<file path="src/rtl/text_ovl_pkg.sv">
// Shared types and constants for the font-ROM text overlay: slot record, cell geometry,
// reset-default slot contents and config FSM encoding.
package text_ovl_pkg;

  localparam int unsigned NSLOT       = 3;
  localparam int unsigned CELL_W_LOG2 = 4;
  localparam int unsigned CELL_H_LOG2 = 5;

  localparam logic [0:0] StIdle   = 1'b0;
  localparam logic [0:0] StCommit = 1'b1;

  typedef struct packed {
    logic [6:0] chr;
    logic [3:0] row;
    logic [5:0] col;
    logic [2:0] colour;
    logic       en;
    logic       blink;
  } slot_cfg_t;

  // Index 0 is the rightmost element: slot0 'J', slot1 'D', slot2 'M'.
  localparam logic [NSLOT-1:0][6:0] DEF_CHAR = {7'h4D, 7'h44, 7'h4A};
  localparam logic [NSLOT-1:0][3:0] DEF_ROW  = {4'd8, 4'd6, 4'd4};
  localparam logic [NSLOT-1:0][5:0] DEF_COL  = {6'd18, 6'd10, 6'd4};

  function automatic slot_cfg_t slot_default(input int idx);
    slot_cfg_t d;
    d.chr    = DEF_CHAR[idx];
    d.row    = DEF_ROW[idx];
    d.col    = DEF_COL[idx];
    d.colour = 3'b111;
    d.en     = 1'b1;
    d.blink  = 1'b0;
    return d;
  endfunction

endpackage

</file>
<file path="src/rtl/text_ovl_slot_regs.sv">
// Shadow and active slot register file; shadow takes config writes, active is loaded
// from shadow in one shot on commit so the display never tears mid-frame.
module text_ovl_slot_regs
  import text_ovl_pkg::*;
(
  input  logic                        clk,
  input  logic                        reset,
  input  logic                        wr_en,
  input  logic [1:0]                  wr_slot,
  input  slot_cfg_t                   wr_data,
  input  logic                        commit,
  output slot_cfg_t [NSLOT-1:0]       active
);

  slot_cfg_t [NSLOT-1:0] shadow_q;
  slot_cfg_t [NSLOT-1:0] active_q;

  always_ff @(posedge clk) begin
    if (reset) begin
      for (int i = 0; i < NSLOT; i++) begin
        shadow_q[i] <= slot_default(i);
        active_q[i] <= slot_default(i);
      end
    end else begin
      if (wr_en && (wr_slot < 2'(NSLOT))) begin
        shadow_q[wr_slot] <= wr_data;
      end
      if (commit) begin
        active_q <= shadow_q;
      end
    end
  end

  assign active = active_q;

endmodule

</file>
<file path="src/rtl/text_overlay_ctrl.sv">
// Text overlay scheduler: config FSM, blink counter, per-slot hit and priority resolve,
// and a two-stage pipeline aligned to the synchronous font ROM.
module text_overlay_ctrl
  import text_ovl_pkg::*;
#(
  parameter int unsigned BLINK_BIT = 4
) (
  input  logic        clk,
  input  logic        reset,
  input  logic [9:0]  pixel_x,
  input  logic [9:0]  pixel_y,
  input  logic        video_on,
  input  logic        frame_end,
  input  logic        cfg_valid,
  output logic        cfg_ready,
  input  logic [1:0]  cfg_slot,
  input  logic [6:0]  cfg_char,
  input  logic [3:0]  cfg_row,
  input  logic [5:0]  cfg_col,
  input  logic [2:0]  cfg_colour,
  input  logic        cfg_en,
  input  logic        cfg_blink,
  output logic        cfg_err,
  output logic [10:0] rom_addr,
  input  logic [7:0]  font_word,
  output logic [2:0]  text_on,
  output logic [2:0]  rgb_text,
  output logic        video_on_d
);

  logic [0:0]           state_q, state_d;
  logic                 dirty_q, dirty_d;
  logic                 ready_q, err_q;
  logic [BLINK_BIT:0]   frame_cnt_q;
  logic                 cfg_acc, wr_legal, commit;
  slot_cfg_t            wr_data;
  slot_cfg_t [NSLOT-1:0] active;

  assign cfg_acc  = cfg_valid & ready_q;
  assign wr_legal = cfg_acc & (cfg_slot != 2'd3);
  assign commit   = (state_q == StCommit);

  always_comb begin
    wr_data.chr    = cfg_char;
    wr_data.row    = cfg_row;
    wr_data.col    = cfg_col;
    wr_data.colour = cfg_colour;
    wr_data.en     = cfg_en;
    wr_data.blink  = cfg_blink;
  end

  // A write landing on the frame_end cycle is already in shadow when COMMIT copies it.
  always_comb begin
    state_d = state_q;
    dirty_d = dirty_q;
    case (state_q)
      StIdle: begin
        if (wr_legal) dirty_d = 1'b1;
        if (frame_end && (dirty_q || wr_legal)) state_d = StCommit;
      end
      default: begin
        dirty_d = 1'b0;
        state_d = StIdle;
      end
    endcase
  end

  always_ff @(posedge clk) begin
    if (reset) begin
      state_q     <= StIdle;
      dirty_q     <= 1'b0;
      ready_q     <= 1'b0;
      err_q       <= 1'b0;
      frame_cnt_q <= '0;
    end else begin
      state_q <= state_d;
      dirty_q <= dirty_d;
      ready_q <= (state_d == StIdle);
      err_q   <= cfg_acc & (cfg_slot == 2'd3);
      if (frame_end) frame_cnt_q <= frame_cnt_q + (BLINK_BIT + 1)'(1);
    end
  end

  assign cfg_ready = ready_q;
  assign cfg_err   = err_q;

  text_ovl_slot_regs u_slot_regs (
    .clk     (clk),
    .reset   (reset),
    .wr_en   (wr_legal),
    .wr_slot (cfg_slot),
    .wr_data (wr_data),
    .commit  (commit),
    .active  (active)
  );

  logic [NSLOT-1:0] hit;
  logic [6:0]       win_chr;
  logic [2:0]       win_colour;

  always_comb begin
    for (int i = 0; i < NSLOT; i++) begin
      hit[i] = active[i].en && !pixel_y[9] &&
               (pixel_y[CELL_H_LOG2 +: 4] == active[i].row) &&
               (pixel_x[CELL_W_LOG2 +: 6] == active[i].col) &&
               !(active[i].blink && frame_cnt_q[BLINK_BIT]);
    end
  end

  // Walk from the highest slot down so the lowest-numbered hit wins.
  always_comb begin
    win_chr    = active[0].chr;
    win_colour = 3'b000;
    for (int i = NSLOT - 1; i >= 0; i--) begin
      if (hit[i]) begin
        win_chr    = active[i].chr;
        win_colour = active[i].colour;
      end
    end
  end

  logic [10:0]      rom_addr_q;
  logic [2:0]       colour_s1_q, colour_s2_q;
  logic [2:0]       bit_s1_q, bit_s2_q;
  logic [NSLOT-1:0] hit_s1_q, hit_s2_q;
  logic             vid_s1_q, vid_s2_q;

  always_ff @(posedge clk) begin
    if (reset) begin
      rom_addr_q  <= '0;
      colour_s1_q <= '0;
      bit_s1_q    <= '0;
      hit_s1_q    <= '0;
      vid_s1_q    <= 1'b0;
      colour_s2_q <= '0;
      bit_s2_q    <= '0;
      hit_s2_q    <= '0;
      vid_s2_q    <= 1'b0;
    end else begin
      if (|hit) rom_addr_q <= {win_chr, pixel_y[CELL_H_LOG2-1:1]};
      colour_s1_q <= win_colour;
      bit_s1_q    <= pixel_x[CELL_W_LOG2-1:1];
      hit_s1_q    <= hit;
      vid_s1_q    <= video_on;
      colour_s2_q <= colour_s1_q;
      bit_s2_q    <= bit_s1_q;
      hit_s2_q    <= hit_s1_q;
      vid_s2_q    <= vid_s1_q;
    end
  end

  logic font_bit;
  // Font MSB is the leftmost pixel of the glyph row.
  assign font_bit   = font_word[~bit_s2_q];
  assign rom_addr   = rom_addr_q;
  assign rgb_text   = ((|hit_s2_q) && font_bit && vid_s2_q) ? colour_s2_q : 3'b000;
  assign text_on    = {hit_s2_q[0], hit_s2_q[1], hit_s2_q[2]};
  assign video_on_d = vid_s2_q;

endmodule

</file>
<file path="config.mk">
export PLATFORM = sky130hd
export DESIGN_NAME = text_overlay_ctrl
export DESIGN_NICKNAME = d
export VERILOG_FILES = /design/src/rtl/text_ovl_pkg.sv /design/src/rtl/text_ovl_slot_regs.sv /design/src/rtl/text_overlay_ctrl.sv
export SDC_FILE = /design/constraint.sdc
export NUM_CORES = 1
export LEC_CHECK = 0
export CORE_MARGIN = 3
export CORE_UTILIZATION = 56
export DETAILED_ROUTE_END_ITERATION = 6
export PLACE_DENSITY = 0.8
export SLEW_MARGIN = 5
export SYNTH_ARGS = -nofsm -noshare
export SYNTH_HDL_FRONTEND = slang
export SYNTH_SLANG_ARGS = --single-unit
</file>
<file path="constraint.sdc">
create_clock -name clk -period 2.14 [get_ports clk]
set_input_delay 0.321 -clock clk [delete_from_list [all_inputs] [get_ports clk]]
set_output_delay 0.321 -clock clk [all_outputs]
set_load 0.03 [all_outputs]
</file>
# Word-level counts from Yosys, hierarchy flattened
# Cells that the tools add are included.
word_totals:
  regBits: 172
  inputBits: 57
  elab_cells: 110
op_classes:
  n_addsub: 1
  magnitude_cmp: 4
  n_eq_ne: 8
  muxes: 14
  n_bitwise: 5
  reduce_logical: 28
op_table:
  columns: ["cell", "n"]
  rows:
  - ["$bwmux 66", 1]
  - ["$demux 22 s2", 1]
  - ["$mux 22", 1]
  - ["$mux 7", 3]
  - ["$logic_and 1x1->1", 20]
  - ["$eq 6x6->1", 3]
  - ["$eq 4x4->1", 3]
  - ["$mux 3", 4]
  - ["$reduce_or 3->1", 2]
  - ["$add 5x1->5 const B", 1]
  - ["$logic_not 1->1", 4]
  - ["$lt 3x4->1 const B", 1]
  - ["$and 1x1->1", 3]
  - ["$bmux 1 s3", 1]
  - ["$lt 2x3->1 const B", 1]
  - ["$mux 1", 3]
  - ["$not 3->3", 1]
  - ["$eq 2x2->1 const B", 1]
  - ["$ge 2x1->1 const B", 1]
  - ["$lt 2x2->1 const B", 1]
  - ["$ne 2x2->1 const B", 1]
  - ["$reduce_or 2->1", 1]
  - ["$logic_or 1x1->1", 1]
  - ["$not 1->1", 1]

# Longest topological paths before layout
logic_depth:
  depth_word: 8
  depth_mapped: 6
  ltp_nobuf: 5

# Hierarchy
# Synthesis repeated with hierarchy kept, for this count alone.
unflattened:
  cells_unflattened: 707
  area_unflattened_um2: 7150.6
by_module_without_submodules:
  columns: ["mod", "instances", "cells_per_inst", "area_each_um2", "seq_area_each_um2"]
  rows:
  - ["text_ovl_slot_regs", 1, 472, 4983.5, 2642.5]
  - ["text_overlay_ctrl", 1, 235, 2167.1, 800.8]

# Worst setup path before layout
# OpenSTA, ideal clock, no wires.
synth_path:
  path_kind: "input to register"
  from: "input port pixel_x[9]"
  to: "register rom_addr_q[10], in the netlist rom_addr[10]"
  setup_ns: 0.129
  t_arrival_ns: 1.538
  t_required_ns: 2.011
  setup_slack_ns: 0.473
  path_stages: 6
  n_path_buf: 1
  path_cell_list: "xor2_1 or4_1 buf_2 nor4_1 a221o_1 a21oi_1"
synth_via:
  elab_chain_len: 6
synth_lines:
  columns: ["element", "line", "source"]
  rows:
  - ["start: declaration", "text_overlay_ctrl.sv:10", "input logic [9:0] pixel_x,"]
  - ["$eq 6x6->1", "text_overlay_ctrl.sv:105", "(pixel_x[CELL_W_LOG2 +: 6] == active[i].col) &&"]
  - ["$logic_and 1x1->1", "text_overlay_ctrl.sv:104", "(pixel_y[CELL_H_LOG2 +: 4] == active[i].row) &&"]
  - ["$logic_and 1x1->1", "text_overlay_ctrl.sv:105", null]
  - ["$mux 7 (3 in a row)", "text_overlay_ctrl.sv:115", "if (hit[i]) begin"]
  - ["end signal: assignment", "text_overlay_ctrl.sv:140", "if (|hit) rom_addr_q <= {win_chr, pixel_y[CELL_H_LOG2-1:1]};"]
  - ["end: declaration", "text_overlay_ctrl.sv:122", "logic [10:0] rom_addr_q;"]
# Parallel ways exist; a longest one is shown, timed or not.
# A chain may end at the register's enable or synchronous reset.

# Worst setup path after layout
layout_path:
  from: "register bit_s2_q[0]"
  to: "output port rgb_text[1]"
layout_via:
  elab_chain_len: 6
layout_lines:
  columns: ["element", "line", "source"]
  rows:
  - ["start: declaration", "text_overlay_ctrl.sv:124", "logic [2:0] bit_s1_q, bit_s2_q;"]
  - ["start signal: assignment", "text_overlay_ctrl.sv:146", "bit_s2_q <= bit_s1_q;"]
  - ["$not 3->3", "text_overlay_ctrl.sv:154", "assign font_bit = font_word[~bit_s2_q];"]
  - ["$bmux 1 s3", "text_overlay_ctrl.sv:154", null]
  - ["$mux 1 (not written as such)", "text_overlay_ctrl.sv:154", null]
  - ["$logic_and 1x1->1 (2 in a row)", "text_overlay_ctrl.sv:156", "assign rgb_text = ((|hit_s2_q) && font_bit && vid_s2_q) ? colour_s2_q : 3'b000;"]
  - ["$mux 3", "text_overlay_ctrl.sv:156", null]
  - ["end: declaration", "text_overlay_ctrl.sv:27", "output logic [2:0] rgb_text,"]
# Every way passes these cells. The select of a mux whose other input is x is not followed.

==> flow_summary.json <==
{
  "outcome": "finished clean",
  "grt_pass1_wl_um": 26900,
  "ys_seq_elements": 172,
  "insertion_delay_ns": 0.43,
  "report.final.slew_viol_count": 0,
  "drt_first_pass_iters": 5,
  "maxUsedRoutingLayer": "met4",
  "syn_area_mm2": 0.00676,
  "drv_cap": 0,
  "die_area_mm2": 0.0134,
  "reg2reg_from": "u_slot_regs.active[54]",
  "total_power_mw": 6.86,
  "layout_commonest_cell": "nand2_1",
  "final_cell_mix": "175 x nand2_1, 170 x dfxtp_1, 69 x clkdlybuf4s50_1",
  "dp_hpwl_um": 11000,
  "ys_types": 45,
  "layout.nets": 885,
  "syn_nets": 802,
  "ir_drop_uv": 644,
  "critical_path.max_stage_delay_ns": 0.50,
  "cts_tree": "built",
  "synthFlopType": "dfxtp_1",
  "layout-area-overhead-vs-synth_pct": 25.1,
  "critPathCaptureType": "primary output",
  "whs_ns": 0.378,
  "core_mm2": 0.0116,
  "drcViolationCount": 0,
  "max_slew_margin_pct": 62.1,
  "ff2ff_setup_slack_ns": 0.17,
  "syn-instance-count": 744,
  "r2r-end": "rom_addr[4]",
  "viasPerCell": 5.66,
  "path_clk_slew_ns": 0.06,
  "startpoint": "bit_s2_q[0]",
  "met3_length_um": 1130,
  "die_y_um": 116,
  "crit_required_ns": 1.82,
  "grt_max_degree": 103,
  "clock_path_buffers": 2,
  "grtUsageTotal_pct": 25.7,
  "crit_end": "rgb_text[1]",
  "r2r_cells": 5,
  "rsz0062_at_grt": "true",
  "pin_count": 77,
  "dr_wl_met2_um": 8080,
  "port_buffers": 74,
  "htreeDepth": 4,
  "routed_wl_um": 16500,
  "antenna_cells": 0,
  "synth_warnings": 0,
  "avgSynthCellArea_um2": 9.09,
  "ys_async_sr_fraction_pct": 0,
  "grt_overflow": 0,
  "cts_made_buffers": 17,
  "cp-start-kind": "register",
  "layout-drive-gt1-share_pct": 11.4,
  "hold_buffers": 0,
  "die_w_um": 116,
  "slowest_stage": "mux4_2",
  "power_density_mw_per_mm2": 811,
  "antenna_left": 0,
  "criticalPathCategory": "register to primary output",
  "rows": 39,
  "tightest_slew_ns": 0.563,
  "cts.sinks": 172,
  "drt-met1-wl_um": 7090,
  "arrival_ns": 1.81,
  "skew_ns": 0.00845,
  "leakagePower_nw": 3.19,
  "fillers": 827,
  "vias": 5560,
  "hp-class": "input pin to register",
  "min_period_over_period_pct": 99.6,
  "synth_edf_count": 0,
  "cp_max_fo": 3,
  "grt_pass1_vias": 5577,
  "root_buffer": "clkbuf_16",
  "period_minus_slack_ns": 2.13,
  "ff_latch_area_mm2": 0.00345,
  "routabilityCongestion": 0.888,
  "drtIter0Drc": 396,
  "finalSetupViolCount": 0,
  "floorplan.initialDensity_pct": 58.2,
  "wl_per_cell_um": 16.8,
  "worstPathCellList": "mux4_2 > mux2i_1 > nor2_1 > and2_1 > buf_6",
  "fmax_mhz": 469,
  "grt_antenna_before_repair": 0,
  "yosysSeqAreaShare_pct": 50.9,
  "finalHoldViolations": 0,
  "multiInputGateArea_mm2": 0.00313
}
-- flip-flops by register name (all words and copies together) (netlist names), 3 cells and up --
| signal | cells |
|---|---|
| u_slot_regs.shadow_q | 66 |
| bit_s2_q | 3 |
| colour_s2_q | 3 |
| hit_s2_q | 3 |
| colour_s1_q | 3 |
| bit_s1_q | 3 |
| hit_s1_q | 3 |
| u_slot_regs.active | 66 |
| frame_cnt_q | 5 |
| rom_addr | 11 |
-- critical path, delay by kind of cell, from the launching register on --
| family | cells | cell delay [ns] |
|---|---|---|
| flip-flops | 1 | 0.36 |
| AND/OR/NAND/NOR | 2 | 0.23 |
| buffers and inverters | 1 | 0.14 |
| multiplexers | 2 | 0.67 |
-- area by class of cell --
cell class / instances / share of cell area [%]
multi-input cells: 520 / 37.0
flip-flops and latches: 172 / 40.8
well taps: 143 / 2.11
inverters: 5 / 0.222
repair buffers: 111 / 12.8
clock buffers: 19 / 5.49
clock inverters: 13 / 1.67
-- timing repair --
item | in CTS | in global routing
pin swaps | 4 | 1
buffers inserted | 0 | 0
endpoints found under the setup margin | 3 | 14
gates resized for setup | 22 | 5
-- worst min-delay path by stage --
stage	from	end	slack [ns]	depth (start not counted)
after CTS	reset	u_slot_regs.active[18]	0.38	4
after global placement	bit_s1_q[2]	bit_s2_q[2]	0.42	1
after floorplan	bit_s1_q[0]	bit_s2_q[0]	0.41	1
after detailed placement	bit_s1_q[2]	bit_s2_q[2]	0.43	1
final	reset	u_slot_regs.active[18]	0.38	4
after global routing	reset	u_slot_regs.active[18]	0.40	4
-- cells by family after synthesis --
kind of cell / count (synthesis) / share of synthesized area [%]
muxes: 66 / 10.1
adders and majority gates: 1 / 0.185
buffers and inverters: 52 / 3.27
DFF: 172 / 50.9
xor gates and xnor gates: 34 / 4.40
AOI/OAI and AO/OA: 79 / 7.58
and+or+nand+nor: 340 / 23.5
-- routing by layer --
layer	vias up	GRT usage (%)
li1	2698	-
met1	2636	32.3
met2	207	43.0
met3	19	7.10
met4	0	8.35
met5	-	0
-- where the power goes --
part / switching (mW) / internal [mW] / total [mW]
clock: 1.27 / 1.82 / 3.09
sequential: 0.0411 / 3.26 / 3.30
combinational: 0.250 / 0.230 / 0.480
total: 1.56 / 5.30 / 6.86
-- cell usage after synthesis, types with 3 or more instances --
cell	instances	area (um^2)
nor4_1	10	62.6
xor2_1	22	193
inv_1	4	15.0
buf_2	5	25.0
a221oi_1	3	26.3
a221o_1	7	70.1
nor2b_1	14	87.6
or4_2	4	35.0
mux2i_1	64	641
nand3_1	36	180
nand2_1	175	657
and2_1	5	31.3
nor3_1	5	25.0
o41ai_1	7	61.3
nor2_1	57	214
o31ai_1	5	37.5
o211ai_1	4	30.0
buf_1	4	15.0
nand4_1	10	62.6
xnor2_1	12	105
clkbuf_1	34	128
or4_1	5	37.5
dfxtp_1	172	3440
a21oi_1	52	260
-- stage by stage --
| stage | instances | util (%) | setup slack, ns | area, um^2 | setup TNS [ns] |
|---|---|---|---|---|---|
| 3_3_place_gp | 951 | 67.4 | -0.325 | 7830 | -3.55 |
| 3_5_place_dp | 951 | 67.4 | -0.385 | 7830 | -5.53 |
| 4_1_cts | 983 | 72.6 | -0.0250 | 8440 | -0.0636 |
| 6_report | 983 | 72.9 | 0.00785 | 8460 | 0 |
| 5_1_grt | 983 | 72.9 | -0.0851 | 8460 | -0.248 |
| 2_1_floorplan | 744 | - | 0.473 | 6760 | 0 |
No activity file was read; power rests on OpenSTA's default activity.
